**config.mk**
```make
export PLATFORM = sky130hd
export DESIGN_NAME = rf_read_arbiter_flat
export DESIGN_NICKNAME = d
export VERILOG_FILES = /design/src/rtl/rf_read_arbiter_if.sv /design/src/rtl/rf_read_arbiter.sv /design/src/flat_wrapper.sv
export SDC_FILE = /design/constraint.sdc
export NUM_CORES = 1
export LEC_CHECK = 0
export BUFFER_PORTS_ARGS = -buffer_cell sky130_fd_sc_hd__buf_4
export CAP_MARGIN = 5
export CORE_MARGIN = 2
export CORE_UTILIZATION = 45
export CTS_CLUSTER_SIZE = 20
export DETAILED_ROUTE_END_ITERATION = 16
export GPL_ROUTABILITY_DRIVEN = 0
export PLACE_DENSITY = 0.76
export SYNTH_ARGS = -nofsm -noshare
export SYNTH_HDL_FRONTEND = slang
export SYNTH_SLANG_ARGS = --single-unit
export TNS_END_PERCENT = 1
```
**constraint.sdc**
```tcl
create_clock -name clk -period 1.8 [get_ports clk]
set_input_delay 0 -clock clk [delete_from_list [all_inputs] [get_ports clk]]
set_output_delay 0 -clock clk [all_outputs]
set_load 0.1 [all_outputs]
```
**src/rtl/rf_read_arbiter_if.sv**
```systemverilog
// rf_read_arbiter_if: bus bundle between the requesting units, the read arbiter and the
// shared 16x32 register read mux.
//
//   req_valid  per-requester read request
//   req_addr   packed request addresses, requester i at [i*AW +: AW]
//   req_ready  one-hot grant back to the requesters
//   hold       CPU pipeline stall, blocks new grants only
//   mux_sel    select driven into the register read mux
//   mux_y      read data coming back from the register read mux
//   rsp_valid  one-hot response strobe to the granted requester
//   rsp_data   registered read data
//   busy       arbiter pipeline occupied
//
// master: the requesters plus the mux (drives requests and mux data).
// slave:  the arbiter itself.
interface rf_read_arbiter_if #(
    parameter int unsigned N_REQ = 4,
    parameter int unsigned AW    = 4,
    parameter int unsigned DW    = 32
);
    logic [N_REQ-1:0]    req_valid;
    logic [N_REQ*AW-1:0] req_addr;
    logic [N_REQ-1:0]    req_ready;
    logic                hold;
    logic [AW-1:0]       mux_sel;
    logic [DW-1:0]       mux_y;
    logic [N_REQ-1:0]    rsp_valid;
    logic [DW-1:0]       rsp_data;
    logic                busy;

    modport master (
        output req_valid, req_addr, hold, mux_y,
        input  req_ready, mux_sel, rsp_valid, rsp_data, busy
    );

    modport slave (
        input  req_valid, req_addr, hold, mux_y,
        output req_ready, mux_sel, rsp_valid, rsp_data, busy
    );
endinterface

```
**src/rtl/rf_read_arbiter.sv**
```systemverilog
// rf_read_arbiter: round-robin arbiter sharing one register read mux among N_REQ requesters.
//
// A request is accepted on the edge where req_valid & req_ready; the address is loaded into
// the mux select register (stage A). One edge later the mux output is captured into rsp_data
// and a one-cycle one-hot rsp_valid pulse is issued to the requester that was granted
// (stage B). One accept per cycle, responses come back in accept order.
//
// Ports:
//   clk    system clock, all state on the rising edge
//   rst_n  asynchronous active-low reset
//   bus    rf_read_arbiter_if.slave: request handshake, hold, mux select/data, responses, busy
module rf_read_arbiter #(
    parameter int unsigned N_REQ = 4,
    parameter int unsigned AW    = 4,
    parameter int unsigned DW    = 32
) (
    input logic              clk,
    input logic              rst_n,
    rf_read_arbiter_if.slave bus
);

    localparam int unsigned IW = (N_REQ > 1) ? $clog2(N_REQ) : 1;

    logic [IW-1:0]    rr_ptr;
    logic             a_vld;
    logic [IW-1:0]    a_id;

    logic             gnt_any;
    logic [IW-1:0]    gnt_id;
    logic [IW-1:0]    scan_idx;
    logic [N_REQ-1:0] gnt_oh;
    logic [N_REQ-1:0] a_oh;
    logic [AW-1:0]    gnt_addr;

    // Scan from rr_ptr upward with wrap; the first valid requester wins. Gated by rst_n so no
    // grant is presented while reset is asserted.
    always_comb begin
        gnt_any  = 1'b0;
        gnt_id   = '0;
        scan_idx = '0;
        if (rst_n && !bus.hold) begin
            for (int unsigned k = 0; k < N_REQ; k++) begin
                scan_idx = IW'((32'(rr_ptr) + k) % N_REQ);
                if (!gnt_any && bus.req_valid[scan_idx]) begin
                    gnt_any = 1'b1;
                    gnt_id  = scan_idx;
                end
            end
        end
    end

    always_comb begin
        gnt_oh = '0;
        if (gnt_any) begin
            gnt_oh[gnt_id] = 1'b1;
        end
    end

    always_comb begin
        a_oh       = '0;
        a_oh[a_id] = 1'b1;
    end

    assign gnt_addr      = bus.req_addr[gnt_id*AW +: AW];
    assign bus.req_ready = gnt_oh;
    assign bus.busy      = a_vld | (|bus.rsp_valid);

    always_ff @(posedge clk or negedge rst_n) begin
        if (!rst_n) begin
            rr_ptr        <= '0;
            a_vld         <= 1'b0;
            a_id          <= '0;
            bus.mux_sel   <= '0;
            bus.rsp_valid <= '0;
            bus.rsp_data  <= '0;
        end else begin
            // Stage A: mux_sel only moves on an accept so the mux input stays quiet otherwise.
            a_vld <= gnt_any;
            if (gnt_any) begin
                a_id        <= gnt_id;
                bus.mux_sel <= gnt_addr;
                rr_ptr      <= IW'((32'(gnt_id) + 1) % N_REQ);
            end
            // Stage B: capture the mux output for the entry that was in stage A.
            if (a_vld) begin
                bus.rsp_valid <= a_oh;
                bus.rsp_data  <= bus.mux_y;
            end else begin
                bus.rsp_valid <= '0;
            end
        end
    end

endmodule

```
**src/flat_wrapper.sv**
```systemverilog
// flat-port wrapper written by rule: the top's interface ports become plain ports
module rf_read_arbiter_flat 
#(
    parameter int unsigned N_REQ = 4,
    parameter int unsigned AW    = 4,
    parameter int unsigned DW    = 32
)
  (clk, rst_n, bus_req_valid, bus_req_addr, bus_hold, bus_mux_y, bus_req_ready, bus_mux_sel, bus_rsp_valid, bus_rsp_data, bus_busy);
  rf_read_arbiter_if #(.N_REQ(N_REQ), .AW(AW), .DW(DW)) bus_i ();
  input logic clk;
  input logic rst_n;
  input wire logic [$bits(bus_i.req_valid)-1:0] bus_req_valid;
  input wire logic [$bits(bus_i.req_addr)-1:0] bus_req_addr;
  input wire logic [$bits(bus_i.hold)-1:0] bus_hold;
  input wire logic [$bits(bus_i.mux_y)-1:0] bus_mux_y;
  output wire logic [$bits(bus_i.req_ready)-1:0] bus_req_ready;
  output wire logic [$bits(bus_i.mux_sel)-1:0] bus_mux_sel;
  output wire logic [$bits(bus_i.rsp_valid)-1:0] bus_rsp_valid;
  output wire logic [$bits(bus_i.rsp_data)-1:0] bus_rsp_data;
  output wire logic [$bits(bus_i.busy)-1:0] bus_busy;
  assign bus_i.req_valid = bus_req_valid;
  assign bus_i.req_addr = bus_req_addr;
  assign bus_i.hold = bus_hold;
  assign bus_i.mux_y = bus_mux_y;
  assign bus_req_ready = bus_i.req_ready;
  assign bus_mux_sel = bus_i.mux_sel;
  assign bus_rsp_valid = bus_i.rsp_valid;
  assign bus_rsp_data = bus_i.rsp_data;
  assign bus_busy = bus_i.busy;
  rf_read_arbiter #(.N_REQ(N_REQ), .AW(AW), .DW(DW)) u_core (.clk(clk), .rst_n(rst_n), .bus(bus_i));
endmodule
```
==> run metrics <==
Initial Util=~46%; drt pass-1 iters=4; clock tree buffer depth=2; fin. max-slew vios=0; YS warnings=0; Crit. End Element=output pin; maximum vdd drop=roughly 0.63 mV; Placement Cell Area=0.002813 sq mm; global-route usage over all layers=around a quarter; largest net degree at the start of global routing=46; fin nets=roughly 350; data required time at the worst endpoint=~1.8 ns; Hold WC Path Type=primary input to flop; vias in the first global route=1816; synth unique cells=30; clock-pin slew on the worst setup and hold paths=about 0.08 ns; post-route clock skew=just under 0.008 ns; initial antenna violation count=0; CP Max Fanout=6; Setup crit start kind=flop; # H-tree levels=2; post-DP HPWL=approximately 3500 um; Seq cells post-synth=45; antenna cells=0; DRT antenna net count=0; most common cell in the netlist=dfrtp_1; first-pass GRT wire length=roughly 9000 um; CTS tree=yes; fmax=between 500 and 600 MHz; async set-or-reset flop fraction in the synthesized netlist=100.0%; Fin Setup TNS=-0.2696 ns; IO Count=100; met2 WL=roughly 2800 um; Worst-Skew Late Latency=about 0.30 ns; PnR worst setup slack=-0.08551 ns; CP max stage delay=about 0.44 ns; Tcrit/Tclk final=104.8%; unrepaired setup endpoints after global routing=yes; Crit path arrival time=1.89 ns; sequential share of the synthesized area=between 50% and 60%; critical-path cell list=nand2b_4 -> a21o_1 -> a21oi_2 -> buf_6 -> ha_4 -> and2_4 -> buf_12; number of failing hold endpoints at the final stage=0; Setup violations, final=4; Synth area leaders=dfrtp_1, mux2_2, mux2i_1; final WL=~5500 um; cell taking the most area after synthesis=dfrtp_1; status=finished, violations left; DR iter-0 viols=80; clk sinks=45; WL/cell=about 16 um; layout cells sized above 1=59.12%; DRC viols=0; Cell Rows=24; Slew @ Worst Pin=0.5564 ns; PortBufs=99; Filler cells=around 250; Clock Tree Root=clkbuf_8; Post-Syn Area=0.001974 sq mm; crit path kind=flop to output pin; Slew HR=around 63%; share of Yosys cell area claimed by the top area cell type=between 50% and 60%; failing checks=setup timing; Die W=between 70 and 80 um; routed wl met3=between 300 and 400 um; Top Metal Used=met4; Slowest-stage cell, CP=dfrtp_1; Vias=about 1700; max-cap viol count=0; Die Span Y=70.24 um; Core ar.=between 0.004 and 0.005 sq mm; Avg Vias per Cell=just under 5; Leak=roughly 1.7 nW; Final Cell Area=~0.0034 sq mm; mean post-synth cell area=between 10 and 15 sq um; top_reg_cell synth=dfrtp_1; post-layout min period=1.886 ns; Synth top cells by count=dfrtp_1, mux2_2, nand2_1, mux2i_1, nor2_1; Mapped Nets=~210; Post-Syn Instances=about 150; routed length on met1=~2200 um; total congestion overflow=0; number of flops mapped to enable cells by yosys=0; Power Density=about 1100 mW/mm^2; CTS buffer count=5; P&R area growth vs syn=73.45%; Die ar.=0.004934 sq mm
[metrics by stage]
stage / cells / utilization (%) / hold WS [ns] / setup WS [ns] / power, mW
global placement: 300 / 65.50 / 0.1344 / 0.1051 / 3.085
detailed placement: 300 / 65.50 / 0.1413 / 0.03702 / 3.108
finish: 348 / 79.75 / 0.02239 / -0.08551 / 3.893
global route: 348 / 79.75 / 0.03567 / -0.1616 / 4.036
floorplan: 147 / - / -0.2956 / 0.03676 / 2.654
CTS: 348 / 79.60 / 0.01766 / -0.05752 / 3.899
[report_power, final]
| group | switching, mW | internal, mW |
|---|---|---|
| clock | 0.348 | 0.311 |
| combinational | 1.42 | 0.541 |
| sequential | 0.102 | 1.17 |
[sequential cells by signal, summed over array words and instances, names as in the netlist]
signal / flops
u_core.bus.rsp_data: 32
u_core.bus.mux_sel: 4
u_core.a_id: 2
u_core.bus.rsp_valid: 4
u_core.rr_ptr: 2
u_core.a_vld: 1
[repair_timing]
item	CTS	global route
gates cloned	0	0
setup endpoints to repair	4	7
setup buffers	7	0
resized for setup	31	2
endpoints found under the hold margin	77	0
pin swaps	7	5
hold buffers	33	0
[cell families (layout without fill, tap and decap cells)]
group	after synthesis	count (layout)	synth area share, %
flip-flops	45	45	57.03
multiplexers	40	40	22.31
AND/OR/NAND/NOR	40	40	11.66
AO/OA/AOI/OAI	11	11	5.007
buffers and inverters	7	156	1.458
adder cells (fa/ha/maj)	4	4	2.535
[final timing paths]
check                                              from                             endpoint  slack, ns  cells past startpoint
min in group asynchronous                         rst_n  u_core.bus.rsp_data[14]$_DFFE_PN0P_       0.40                      3
min reg2reg                  u_core.a_id[0]$_DFFE_PN0P_    u_core.bus.rsp_valid[2]$_DFF_PN0_       0.50                      1
max in group asynchronous                         rst_n    u_core.bus.mux_sel[3]$_DFFE_PN0P_       1.02                      3
max                        u_core.rr_ptr[1]$_DFFE_PN0P_                     bus_req_ready[2]      -0.09                      7
min                                    bus_req_addr[12]    u_core.bus.mux_sel[0]$_DFFE_PN0P_       0.02                      3
max reg2reg                u_core.rr_ptr[1]$_DFFE_PN0P_    u_core.bus.mux_sel[2]$_DFFE_PN0P_       0.05                      7
[layer usage]
metal,vias up,GRT usage [%]
met4,0,8.120
met3,10,5.483
met2,74,42.35
met5,-,0
li1,811,-
met1,804,29.40
[cell type report]
class                   count  area (sq um)  area share [%]
inverters                   3         16.27          0.4750
well taps                  52         65.06           1.900
clock buffers               6         82.58           2.411
flip-flops and latches     45          1126           32.88
clock inverters             2         13.76          0.4019
multi-input cells          95         892.1           26.05
repair buffers            145          1229           35.88
[placed cells by master, fill, tap and decap left out, types with 2 or more instances in the layout]
cell type      instances
buf_4                106
dfrtp_1               45
dlygate4sd3_1         33
mux2_2                32
nand2_1               17
mux2i_1                8
nor2_1                 6
clkbuf_8               6
and2_4                 4
buf_12                 4
ha_4                   3
inv_4                  2
nand3_1                2
a21oi_1                2
o221ai_1               2
buf_6                  2
[worst max-delay path, delay by kind of cell (launching register included)]
family | cells | cell delay, ns
DFF | 1 | 0.44
AOI/OAI and AO/OA | 2 | 0.37
and+or+nand+nor | 2 | 0.33
buffers and inverters | 2 | 0.32
adders and majority gates | 1 | 0.12
(Power assumes the default switching activity.)
